--- config.mk ---
export PLATFORM = sky130hd
export DESIGN_NAME = fetch_unit
export DESIGN_NICKNAME = d
export VERILOG_FILES = /design/src/rtl/fetch_unit.sv
export SDC_FILE = /design/constraint.sdc
export NUM_CORES = 1
export LEC_CHECK = 0
export ABC_AREA = 1
export CORE_UTILIZATION = 46
export CTS_CLUSTER_DIAMETER = 50
export CTS_CLUSTER_SIZE = 24
export DETAILED_ROUTE_END_ITERATION = 16
export PLACE_DENSITY = 0.79
export REMOVE_ABC_BUFFERS = 1
export SLEW_MARGIN = 10
export SYNTH_ARGS = -nofsm -noshare
export SYNTH_HDL_FRONTEND = slang
export SYNTH_SLANG_ARGS = --single-unit
--- constraint.sdc ---
create_clock -name clk -period 3.9 [get_ports clk]
set_clock_uncertainty 0.1 [all_clocks]
set_input_delay 0.78 -clock clk [delete_from_list [all_inputs] [get_ports clk]]
set_output_delay 0.78 -clock clk [all_outputs]
set_load 0.02 [all_outputs]
--- src/rtl/fetch_unit.sv ---
// Instruction fetch unit: owns the PC, issues single-word fetches to instruction
// memory, holds the fetched word for the controller and flags fetch timeouts.
//
// state | meaning
// ------+------------------------------------------------------------
// IDLE  | post-reset bubble, no request; always moves to FETCH
// FETCH | request pc from memory, count un-acked cycles
// HOLD  | instr valid and stable, wait for core to advance
// ERROR | memory never acked; sticky until reset

module fetch_unit #(
  parameter logic [31:0] RESET_PC = 32'h0000_0000,
  parameter int unsigned MAX_WAIT = 15
) (
  input  logic        clk,
  input  logic        rst,
  input  logic [1:0]  pcIn,
  input  logic [25:0] jumpAddr,
  input  logic [15:0] branchOffset,
  input  logic [31:0] regAddr,
  input  logic        advance,
  output logic        imemReq,
  output logic [31:0] imemAddr,
  input  logic        imemAck,
  input  logic [31:0] imemData,
  output logic [31:0] instr,
  output logic        instrValid,
  output logic [31:0] pc,
  output logic [31:0] pcPlus4,
  output logic        fetchErr
);

  localparam logic [1:0] ST_IDLE  = 2'd0;
  localparam logic [1:0] ST_FETCH = 2'd1;
  localparam logic [1:0] ST_HOLD  = 2'd2;
  localparam logic [1:0] ST_ERROR = 2'd3;

  localparam logic [1:0] SEL_SEQ    = 2'd0;
  localparam logic [1:0] SEL_JUMP   = 2'd1;
  localparam logic [1:0] SEL_REG    = 2'd2;

  localparam int unsigned WAIT_W = (MAX_WAIT < 2) ? 1 : $clog2(MAX_WAIT + 1);
  // Last un-acked cycle index that is still tolerated before timing out.
  localparam logic [WAIT_W-1:0] WAIT_LAST = WAIT_W'(MAX_WAIT - 1);

  localparam logic [31:0] RESET_PC_ALIGNED = {RESET_PC[31:2], 2'b00};

  logic [1:0]        state_q, state_d;
  logic [31:0]       pc_q, pc_d;
  logic [31:0]       instr_q, instr_d;
  logic              instr_valid_q, instr_valid_d;
  logic              fetch_err_q, fetch_err_d;
  logic [WAIT_W-1:0] wait_cnt_q, wait_cnt_d;

  logic [31:0] pc_plus4;
  logic [31:0] branch_disp;
  logic [31:0] next_pc;
  logic        unused_reg_low;

  assign unused_reg_low = ^regAddr[1:0];

  assign pc_plus4    = pc_q + 32'd4;
  assign branch_disp = {{14{branchOffset[15]}}, branchOffset, 2'b00};

  always_comb begin
    next_pc = pc_plus4;
    case (pcIn)
      SEL_SEQ:  next_pc = pc_plus4;
      SEL_JUMP: next_pc = {pc_plus4[31:28], jumpAddr, 2'b00};
      SEL_REG:  next_pc = {regAddr[31:2], 2'b00};
      default:  next_pc = pc_plus4 + branch_disp;
    endcase
  end

  always_comb begin
    state_d       = state_q;
    pc_d          = pc_q;
    instr_d       = instr_q;
    instr_valid_d = instr_valid_q;
    fetch_err_d   = fetch_err_q;
    wait_cnt_d    = wait_cnt_q;

    case (state_q)
      ST_IDLE: begin
        wait_cnt_d = '0;
        state_d    = ST_FETCH;
      end

      ST_FETCH: begin
        if (imemAck) begin
          instr_d       = imemData;
          instr_valid_d = 1'b1;
          state_d       = ST_HOLD;
        end else if (wait_cnt_q == WAIT_LAST) begin
          instr_valid_d = 1'b0;
          fetch_err_d   = 1'b1;
          state_d       = ST_ERROR;
        end else begin
          wait_cnt_d = wait_cnt_q + WAIT_W'(1);
        end
      end

      ST_HOLD: begin
        if (advance) begin
          pc_d          = next_pc;
          instr_valid_d = 1'b0;
          wait_cnt_d    = '0;
          state_d       = ST_FETCH;
        end
      end

      default: begin
        instr_valid_d = 1'b0;
        fetch_err_d   = 1'b1;
        state_d       = ST_ERROR;
      end
    endcase
  end

  always_ff @(posedge clk) begin
    if (!rst) begin
      state_q       <= ST_IDLE;
      pc_q          <= RESET_PC_ALIGNED;
      instr_q       <= '0;
      instr_valid_q <= 1'b0;
      fetch_err_q   <= 1'b0;
      wait_cnt_q    <= '0;
    end else begin
      state_q       <= state_d;
      pc_q          <= pc_d;
      instr_q       <= instr_d;
      instr_valid_q <= instr_valid_d;
      fetch_err_q   <= fetch_err_d;
      wait_cnt_q    <= wait_cnt_d;
    end
  end

  assign imemReq    = (state_q == ST_FETCH);
  assign imemAddr   = pc_q;
  assign instr      = instr_q;
  assign instrValid = instr_valid_q;
  assign pc         = pc_q;
  assign pcPlus4    = pc_plus4;
  assign fetchErr   = fetch_err_q;

endmodule

; ---- After elaboration in Yosys (flattened, before gate mapping)
; Cells that the tools add are included.
; W data, S select, Z words.
[totals]
in_bits = 112
out_inout_bits = 131
wordCells = 47
ff_bits = 72
[op_classes]
n_bitwise = 2
addsub = 3
muxes = 16
reduce_logical = 10
eq_ne = 10
[ops]
columns = op, n
row1 = $pmux W32 S3, 1
row2 = $add A32 B3 Y32 const B, 1
row3 = $add A32 B32 Y32, 1
row4 = $mux W4, 3
row5 = $pmux W4 S3, 1
row6 = $mux W2, 3
row7 = $ne A2 B2 Y1 const B, 3
row8 = $pmux W2 S3, 1
row9 = $reduce_and A2 Y1, 3
row10 = $reduce_and A3 Y1, 2
row11 = $mux W1, 5
row12 = $add A4 B1 Y4 const B, 1
row13 = $eq A2 B1 Y1 const B, 2
row14 = $eq A2 B2 Y1 const B, 2
row15 = $eq A4 B4 Y1 const B, 1
row16 = $logic_not A2 Y1, 2
row17 = $reduce_and A4 Y1, 1
row18 = $ne A3 B1 Y1 const B, 1
row19 = $pmux W1 S3, 1
row20 = $reduce_bool A3 Y1, 1
row21 = $ne A2 B1 Y1 const B, 1
row22 = $not A1 Y1, 2
row23 = $pmux W1 S2, 1
row24 = $reduce_or A2 Y1, 1

; ---- Logic depth before layout (Yosys ltp)
; Gate-level depths: netlist of the first run.
[depth]
ltp_word = 4
mapped_depth = 23
depth_no_buf = 23

; ---- Worst setup path before layout of the first run
; No wires, ideal clock.
[synth_timing]
path_type = flip-flop to flip-flop
startpoint = reg pc_q[3], in the netlist imemAddr[3]
endpoint = reg pc_q[23], in the netlist imemAddr[23]
setup_time_ps = 70
arrival_ps = 2870
path_slack_ps = 860
stages_incl_launch_ff = 20
path_cell_list = dfxtp_1 > ha_1 > nand2_1 > inv_2 > nand2_2 > nor2_4 > nand2_4 > xor2_1 > ha_1 > nand2_1 > inv_1 > nand2_1 > nand2_1 > a21oi_1 > nand2_1 > nand2_1 > nand2_1 > nand2_1 > nand3_1 > a21oi_1
[synth_between]
elab_chain_cells = 3
[synth_lines]
columns = element, line_no
row1 = "start, declared", 49  ; logic [31:0] pc_q, pc_d;
row2 = "start signal, assigned", 130  ; pc_q <= pc_d;
row3 = $add A32 B3 Y32, 62  ; assign pc_plus4 = pc_q + 32'd4;
row4 = named net pcPlus4[10], 29  ; output logic [31:0] pcPlus4,
row5 = $add A32 B32 Y32, 71  ; default: next_pc = pc_plus4 + branch_disp;
row6 = $pmux W32 S3, 67  ; case (pcIn)
; The timed path passes the listed nets, and every way through them passes these cells.
; A chain may end at the register's enable or synchronous reset.

; ---- Worst setup path after layout of the first run
[layout_timing]
startpoint = reg pc_q[3], in the netlist imemAddr[3]
endpoint = out pcPlus4[30]
[layout_between]
elab_chain_cells = 1
[layout_lines]
columns = element, line_no
row1 = $add A32 B3 Y32, 62
row2 = "end, declared", 29
; Every way passes these cells.

==> flow_metrics.tcl, run 1 <==
set metrics [dict create \
    finalMaxSlewViolations 0 \
    finalCoreUtilization_pct 65.7 \
    dpl.hpwl_um 18500 \
    ys_seq_area_share_pct 21.5 \
    pwr-share-clk_pct 36.3 \
    setup-tns-final_ns 0 \
    required_ns 3.02 \
    rsz0062_at_grt "no" \
    start_util_pct 47.1 \
    fmax_mhz 269 \
    cts_sinks 70 \
    drt_wl_total_um 23500 \
    min-delay-start "instr[26]$_SDFFE_PN0P_" \
    status "finished, final reports clean" \
    netlist_area_sq_um 6520 \
    htreeDepth 3 \
    regToRegEndpoint "imemAddr[23]$_SDFFE_PN0P_" \
    wl_met2_um 10800 \
    finalSetupViolCount 0 \
    crit_path_start_kind "flip-flop" \
    p_int_mw 1.58 \
    postRouteAntennaNets 0 \
    n_antenna_cell 0 \
    p_leak_nw 4.10 \
    port_buffers 234 \
    postCtsSetupBuffers 0 \
    rr_startpoint "imemAddr[3]$_SDFFE_PN0P_" \
    cts_root_buffer "clkbuf_16" \
    fp.dieW_um 121 \
    fp.dieH_um 121 \
    synthArstFlopShare_pct 0 \
    relSlewSlack_pct 37.3 \
    hold_path_class "flip-flop to flip-flop" \
    hold_viol 0 \
    grt_pass1_vias 7255 \
    num_vias 7756 \
    placed_area_sq_um 8780 \
    cp-end-kind "primary output" \
    wl_met1_um 9630 \
    p_seq_share_pct 33.1 \
    fin_crit_sh_pct 95.3 \
    finalInstanceArea_sq_um 9090 \
    synthTopCellsByCount "353 x nand2_1, 131 x inv_1, 102 x a21oi_1" \
    grt_use_total_pct 32.3 \
    min_to "instr[26]$_SDFFE_PN0P_" \
    cp_max_fo 6 \
    drt_iter0_drc 569 \
    antenna_found_initial 0 \
    synth_top_cell_area_share_pct 21.5 \
    ir_drop_mv 0.403 \
    synthFlopType "dfxtp_1" \
    coreArea_sq_um 13800 \
    num_rows 43 \
    worst-setup-path-type "flip-flop to primary output" \
    grt_max_degree 41 \
    wl_met3_um 2270 \
    drc_errors 0 \
    finalNetCount 1446 \
    clk_latency_ns 0.35 \
    gp_congestion 0.957 \
    swShare_pct 34.1 \
    fin_crit_ns 3.72 \
    fin_ws_ns 0.183 \
    synth_top_area_cell "dfxtp_1" \
    cts_tree "built" \
    synth_area_leaders "dfxtp_1 22%, nand2_1 20%, a21oi_1 7.8%" \
    viasPerCell 5.23 \
    layout-drive-gt1-share_pct 5.30 \
    preCtsSetupSlack_ns 0.332 \
    p_comb_share_pct 30.6 \
    synth-seq-cells 70 \
    overflow 0 \
    ff2ff_setup_slack_ns 0.28 \
    tightestPinTransition_ns 0.940 \
    cts_hold_buf 0 \
    avgSynthCellArea_sq_um 5.91 \
    worst_hold_path.num_cells 2 \
    arrival_ns 2.84 \
    cts_buffers 9 \
    grt_pass1_wl_um 36300 \
    r2r_cells 18 \
    yosysMostFrequentCell "nand2_1" \
    switchingPower_mw 0.818 \
    pin_count 243 \
    clock_path_buffers 2 \
    clk_pin_slew_ns 0.06 \
    synth_edf_count 0 \
    post_cts_resize_count 0 \
    synth_warnings 0 \
    powerDensity_nw_per_um2 264 \
    areaGrowthSynthToFinish_pct 39.5 \
    wire_per_inst_um 15.8 \
    synth_cell_types 47 \
    top_layer "met4" \
    synth_cells 1102 \
    drt_pre_antenna_iters 5 \
    cap_violations 0 \
    dieArea_sq_um 14600 \
]
-- per-layer routing --
layer	track usage, %	vias up
li1	-	3892
met1	38.8	3442
met2	54.4	368
met3	8.41	54
met4	13.3	0
met5	0	-
-- per-stage QoR --
| stage | total power [mW] | instances | hold WS (ns) |
|---|---|---|---|
| after floorplan | 1.18 | 1044 | 0.365 |
| after global placement | 1.53 | 1467 | 0.350 |
| after detailed placement | 1.53 | 1467 | 0.355 |
| after CTS | 2.41 | 1483 | 0.363 |
| after global routing | 2.51 | 1483 | 0.378 |
| final | 2.40 | 1483 | 0.362 |
-- flip-flops by register name, summed over array words and instances, names as in the netlist --
register and cells:
instr 32, imemAddr 30, wait_cnt_q 4, state_q 2
fetchErr 1, instrValid 1
-- critical path: stages (launching register included) --
cell and delay, ns:
dfxtp_1 0.46, ha_1 0.30, nand2_1 0.11, nor2_1 0.21
inv_1 0.11, nor2_1 0.28, nand2_1 0.09, nand2_1 0.08
and2_1 0.22, clkdlybuf4s50_1 0.63
-- worst max path at each step --
stage	from	endpoint	slack, ns
6_report	imemAddr[3]$_SDFFE_PN0P_	pcPlus4[30]	0.18
5_1_grt	imemAddr[3]$_SDFFE_PN0P_	pcPlus4[30]	0.02
4_1_cts	imemAddr[3]$_SDFFE_PN0P_	pcPlus4[30]	0.22
3_5_place_dp	imemAddr[3]$_SDFFE_PN0P_	imemAddr[23]$_SDFFE_PN0P_	0.33
3_3_place_gp	imemAddr[3]$_SDFFE_PN0P_	imemAddr[23]$_SDFFE_PN0P_	0.46
2_1_floorplan	imemAddr[3]$_SDFFE_PN0P_	imemAddr[23]$_SDFFE_PN0P_	0.70
-- power groups by stage --
stage | clock, mW | sequential [mW] | combinational, mW
final | 0.872 | 0.795 | 0.735
after global routing | 0.912 | 0.799 | 0.797
after CTS | 0.882 | 0.794 | 0.730
after detailed placement | 0 | 0.809 | 0.724
after global placement | 0 | 0.808 | 0.718
after floorplan | 0 | 0.854 | 0.327
-- cells by family (layout without fill, tap and decap cells) --
group / Yosys count / count (layout) / share of synthesized area (%)
and+or+nand+nor: 594 / 594 / 39.5
xor gates and xnor gates: 13 / 13 / 1.98
adders and majority gates: 36 / 36 / 7.03
buffers and inverters: 205 / 401 / 14.2
AOI/OAI and AO/OA: 183 / 183 / 15.8
DFF: 70 / 70 / 21.5
other: 1 / 6 / 0.0575
-- cells in the final DEF, fill, tap and decap left out, types with 13 or more instances in the layout --
cell type        instances
o21ai_0                 45
clkdlybuf4s50_1        234
nor3_1                  17
nand3_1                 73
ha_1                    35
dfxtp_1                 70
a21oi_1                102
inv_1                  131
nand3b_1                13
nor2_1                  84
nand2_1                353
-- final cells by class --
class | instances | area, sq um
fillers | 1308 | 4740
well taps | 180 | 225
clock inverters | 7 | 80.1
clock buffers | 9 | 225
flip-flops and latches | 70 | 1400
inverters | 142 | 536
multi-input cells | 832 | 4210
repair buffers | 243 | 2410
(Power assumes the default switching activity.)
==> run 2: changes to the inputs <==
--- a/config.mk
+++ b/config.mk
@@ -12,7 +12,7 @@
 export DETAILED_ROUTE_END_ITERATION = 16
 export PLACE_DENSITY = 0.79
 export REMOVE_ABC_BUFFERS = 1
-export SLEW_MARGIN = 10
+export SLEW_MARGIN = 30
 export SYNTH_ARGS = -nofsm -noshare
 export SYNTH_HDL_FRONTEND = slang
 export SYNTH_SLANG_ARGS = --single-unit
==> results of run 2 <==
Same layout as run 1: the final DEF is identical, and so are final timing and power.
==> run 3: changes to the inputs <==
--- a/config.mk
+++ b/config.mk
@@ -8,7 +8,6 @@
 export ABC_AREA = 1
 export CORE_UTILIZATION = 46
 export CTS_CLUSTER_DIAMETER = 50
-export CTS_CLUSTER_SIZE = 24
 export DETAILED_ROUTE_END_ITERATION = 16
 export PLACE_DENSITY = 0.79
 export REMOVE_ABC_BUFFERS = 1
==> results of run 3 <==
Same layout as run 1: the final DEF is identical, and so are final timing and power.
==> patch 1, RTL diff (flow settings as in run 2) <==
Reset style: asynchronous (`rst`), changed in one clocked block.
--- a/src/rtl/fetch_unit.sv
+++ b/src/rtl/fetch_unit.sv
@@ -119,3 +119,3 @@
 
-  always_ff @(posedge clk) begin
+  always_ff @(posedge clk or negedge rst) begin
     if (!rst) begin
Check against the original RTL: differs if rst is asserted again (counterexample within 4 cycles, from zero or initial values and one cycle with rst low); with rst held inactive, the same outputs for 10 cycles.
==> patch 1 against run 2 <==
Sequential share of layout area grew 3.2 points. Design area grew 3.4%. Die area grew 3.9%. Wire length shrank 1.6%. Area after synthesis grew 3.9%. Hold slack lost 0.040 ns. Worst setup slack lost 0.030 ns. Sequential cell count is the same. Count of clock-buffer cells in the layout is the same. Largest cell class unchanged.
Power is left out: it rests on default switching activity, and per cell area and clock period it moved more than threefold.
==> patch 1: results (changes against run 2) <==
routed len/inst - 16.2 µm (was 15.8 µm)
sequential area share after synthesis - 25.9% (was 21.5%)
number of vias per cell - 5.22 (was 5.23)
Yosys cell types - 48 (was 47)
FF-to-FF End - imemAddr[29]$_DFFE_PN0P_ (was imemAddr[23]$_SDFFE_PN0P_)
post-cts sizing count - 0 (unchanged)
Hold Crit Class - in -> async (was reg -> reg)
worst r2r src - imemAddr[3]$_DFFE_PN0P_ (was imemAddr[3]$_SDFFE_PN0P_)
top cells by count, synth - nand2_1 (343), inv_1 (144), nor2_1 (83), nand3_1 (75), dfrtp_1 (70) (was nand2_1 (353), inv_1 (131), a21oi_1 (102), nor2_1 (85), nand3_1 (73))
layout cells sized above 1 - 7.06% (was 5.30%)
initial antenna violation count - 0 (unchanged)
ys async rst share - 100% (was 0%)
Register-to-Register Path Depth - 19 (was 18)
TritonRoute pass-1 iters - 5 (unchanged)
slowest stage delay, CP - 0.68 ns (was 0.63 ns)
vias in the first global route - 6876 (was 7255)
GRT Total Usage - 30.8% (was 32.3%)
Worst-Skew Late Latency - 0.34 ns
Fillers - 1300 (was 1308)
post-DP HPWL - 18.5 mm (about the same)
routability cong. - 0.961 (was 0.957)
outcome - complete, no violations (unchanged)
max reg flops - 32 (unchanged)
initial DRC count - 613 (was 569)
Worst R2R Setup Slack - 0.42 ns (was 0.28 ns)
largest net degree at the start of global routing - 52 (was 41)
fin nets - 1389 (was 1446)
top post-synthesis cells by area - dfrtp_1 (26%), nand2_1 (19%), inv_1 (8.0%) (was dfxtp_1 (22%), nand2_1 (20%), a21oi_1 (7.8%))
worst-margin pin slew - 0.784 ns (was 0.940 ns)
-- patch 1: cell count changes after synthesis, sizes merged, moves of 10 or more --
cell	run 2	this run
mux2	0	32
a21boi	0	10
dfxtp	70	0
nand2	363	349
a21oi	103	41
o21ai	48	24
dfrtp	0	70
-- patch 1: worst max-delay path by stage --
stage,endpoint,from
2_1_floorplan,imemAddr[29]$_DFFE_PN0P_,imemAddr[2]$_DFFE_PN0P_
3_3_place_gp,imemAddr[23]$_DFFE_PN0P_,imemAddr[3]$_DFFE_PN0P_
3_5_place_dp,imemAddr[23]$_DFFE_PN0P_,imemAddr[3]$_DFFE_PN0P_
4_1_cts,pcPlus4[16],imemAddr[3]$_DFFE_PN0P_
5_1_grt,pcPlus4[16],imemAddr[3]$_DFFE_PN0P_
6_report,pcPlus4[16],imemAddr[3]$_DFFE_PN0P_
-- patch 1: layer usage --
metal	GRT usage, %	wire (µm)	share of wire, %	vias up
met4	12.2	803	3.5	0
met5	0	0	0	-
met1	40.6	9830	43	3374
met3	4.57	1800	7.8	53
met2	50.7	10700	46	331
li1	-	-	-	3682
-- patch 1: worst max-delay path, delay by kind of cell (launching register included) --
| family | cells | cell delay [ns] |
|---|---|---|
| buffers and inverters | 2 | 0.79 |
| xor gates and xnor gates | 1 | 0.34 |
| adders and majority gates | 1 | 0.31 |
| and+or+nand+nor | 4 | 0.62 |
| DFF | 1 | 0.46 |
-- patch 1: layout make-up --
type | count | area [µm²] | area share, %
Multi-Input combinational cell | 766 | 4120 | 43.8
Timing Repair Buffer | 243 | 2430 | 25.9
Sequential cell | 70 | 1750 | 18.6
Inverter | 151 | 567 | 6.03
Clock buffer | 9 | 225 | 2.40
Tap cell | 180 | 225 | 2.40
Clock inverter | 7 | 80.1 | 0.852
-- patch 1: cell families after synthesis --
| group | after synthesis | synth area share, % |
|---|---|---|
| and+or+nand+nor | 562 | 35.6 |
| buffers and inverters | 205 | 13.6 |
| AOI/OAI and AO/OA | 111 | 10.3 |
| DFF | 70 | 25.9 |
| adders and majority gates | 36 | 6.76 |
| muxes | 32 | 5.32 |
| xor gates and xnor gates | 19 | 2.46 |
| other | 1 | 0.0554 |
-- patch 1: metrics by stage --
stage                     setup WS [ns]  hold slack [ns]  cells  utilization, %  area [µm²]
after floorplan                   0.665            0.366    987               -        6430
after global placement            0.591            0.357   1410            64.5        9090
after CTS                         0.213            0.335   1426            66.6        9390
final                             0.153            0.321   1426            66.6        9390
after global routing            0.00466            0.367   1426            66.6        9390
after detailed placement          0.526            0.372   1410            64.5        9090
==> patch 2, RTL diff (flow settings as in run 2) <==
Without the edit above. `MAX_WAIT`: 15 -> 17.
--- a/src/rtl/fetch_unit.sv
+++ b/src/rtl/fetch_unit.sv
@@ -12,3 +12,3 @@
   parameter logic [31:0] RESET_PC = 32'h0000_0000,
-  parameter int unsigned MAX_WAIT = 15
+  parameter int unsigned MAX_WAIT = 17
 ) (
Behaviour: no difference found for any inputs over 10 cycles, from zero or initial values and one cycle with rst low; that may be too few to reach the edited logic, so the function may still have changed.
==> patch 2 against run 2 <==
Register-to-register slack better by 0.28 ns. Total power up 4.2%. Sequential power increased by 2.8%. Sequential cell count up 1. Wire length is 1.1% higher. Worst setup slack better by 0.22 ns. Maximum frequency increased by 6.4%. Area after synthesis is 1.7% higher. Count of clock-buffer cells in the layout increased by 2. Design area is 1.8% higher. Hold slack better by 0.044 ns. Critical path type unchanged. Largest power group unchanged.
==> patch 2: results (changes against run 2) <==
outcome - complete, no violations (unchanged)
dpl ws - 0.541 ns (was 0.332 ns)
met2 WL - 10.9 mm (was 10.8 mm)
met3 usage - 6.09% (was 8.41%)
leak pwr - 4.36 nW (was 4.10 nW)
TritonRoute pass-1 iters - 5 (unchanged)
CTS root buffer - clkbuf_16 (unchanged)
drt total wl - 23.7 mm (was 23.5 mm)
vias in the first global route - 7397 (was 7255)
hold slack - 0.405 ns (was 0.362 ns)
VDD IR max - 0.253 mV (was 0.403 mV)
Yosys cell types - 43 (was 47)
max reg flops - 32 (unchanged)
routed len/inst - 15.7 µm (was 15.8 µm)
fin nets - 1478 (was 1446)
Placed Area - 8930 µm² (was 8780 µm²)
post-cts sizing count - 0 (unchanged)
Global Route met1 Usage - 39.9% (was 38.8%)
Worst R2R Setup Slack - 0.56 ns (was 0.28 ns)
Post-Synth Adder-Cell Area - 6.91% (was 7.03%)
CTS H-tree depth - 3 (unchanged)
Worst Hold Path EP - fetchErr$_SDFFE_PN0P_ (was instr[26]$_SDFFE_PN0P_)
GRT Total Usage - 32.5% (was 32.3%)
worst-margin pin slew - 0.652 ns (was 0.940 ns)
Routed met1 length - 9.86 mm (was 9.63 mm)
Hold Crit Class - reg -> reg (unchanged)
highest routed layer - met4 (unchanged)
final period demand of the worst path - 3.49 ns (was 3.72 ns)
layout cells sized above 1 - 5.10% (was 5.30%)
Syn Inst Count - 1130 (was 1102)
FF-to-FF End - imemAddr[27]$_SDFFE_PN0P_ (was imemAddr[23]$_SDFFE_PN0P_)
largest net degree at the start of global routing - 62 (was 41)
initial antenna violation count - 0 (unchanged)
sequential area share after synthesis - 21.5% (about the same)
Register-to-Register Path Depth - 19 (was 18)
initial DRC count - 547 (was 569)
Critical path destination - pcPlus4[17] (was pcPlus4[30])
min-delay src - fetchErr$_SDFFE_PN0P_ (was instr[26]$_SDFFE_PN0P_)
post-synthesis compound-gate area fraction - 14.7% (was 15.8%)
# Post-CTS Setup Buffers - 0 (unchanged)
top post-synthesis cells by area - dfxtp_1 (21%), nand2_1 (18%), nor2_1 (8.3%) (was dfxtp_1 (22%), nand2_1 (20%), a21oi_1 (7.8%))
xor/xnor share of the synthesized area - 2.47% (was 1.98%)
metal3 WL - 2.22 mm (was 2.27 mm)
post-DP HPWL - 18.5 mm (about the same)
routability cong. - 0.976 (was 0.957)
met2 Resource Use GR - 54.9% (was 54.4%)
first-pass GRT wire length - 37.3 mm (was 36.3 mm)
Vias - 7943 (was 7756)
critical path arrival - 2.61 ns (was 2.84 ns)
total CTS buffers - 9 (unchanged)
top cells by count, synth - nand2_1 (319), nor2_1 (147), inv_1 (145), nand3_1 (77), o21ai_0 (76) (was nand2_1 (353), inv_1 (131), a21oi_1 (102), nor2_1 (85), nand3_1 (73))
Worst Setup SP - imemAddr[10]$_SDFFE_PN0P_ (was imemAddr[3]$_SDFFE_PN0P_)
Hold Fails Final Rpt - 0 (unchanged)
worst r2r src - imemAddr[3]$_SDFFE_PN0P_ (unchanged)
[patch 2: changes by cell type in the layout (fill, tap and decap cells not counted), sizes merged, moves of 5 or more]
cell	change
nand2	-38
buf	+5
nand3b	-6
a21oi	-38
inv	+10
o21ai	+34
xor2	+5
nor2	+65
or2	-5
[patch 2: worst max-delay path, stage by stage (launching register included)]
cell and delay (ns):
dfxtp_1 0.46, nand2_1 0.19, nor2_1 0.19, inv_1 0.06, nor2_1 0.15, nand2_1 0.08, xor2_1 0.43, clkdlybuf4s50_1 0.71
[patch 2: area by class of cell]
class / count / area [µm²]
clock inverter: 3 / 67.6
timing repair buffer: 248 / 2460
multi-input combinational: 845 / 4250
clock buffer: 11 / 253
fill: 1341 / 4730
inverter: 155 / 582
tap: 180 / 225
sequential: 71 / 1420
[patch 2: where the power goes]
group	total [W]	internal, W	switching [W]
Sequential	0.000817	0.000772	0.0000451
Combinational	0.000787	0.000350	0.000437
Clock	0.000898	0.000587	0.000310
Total	0.00250	0.00171	0.000792
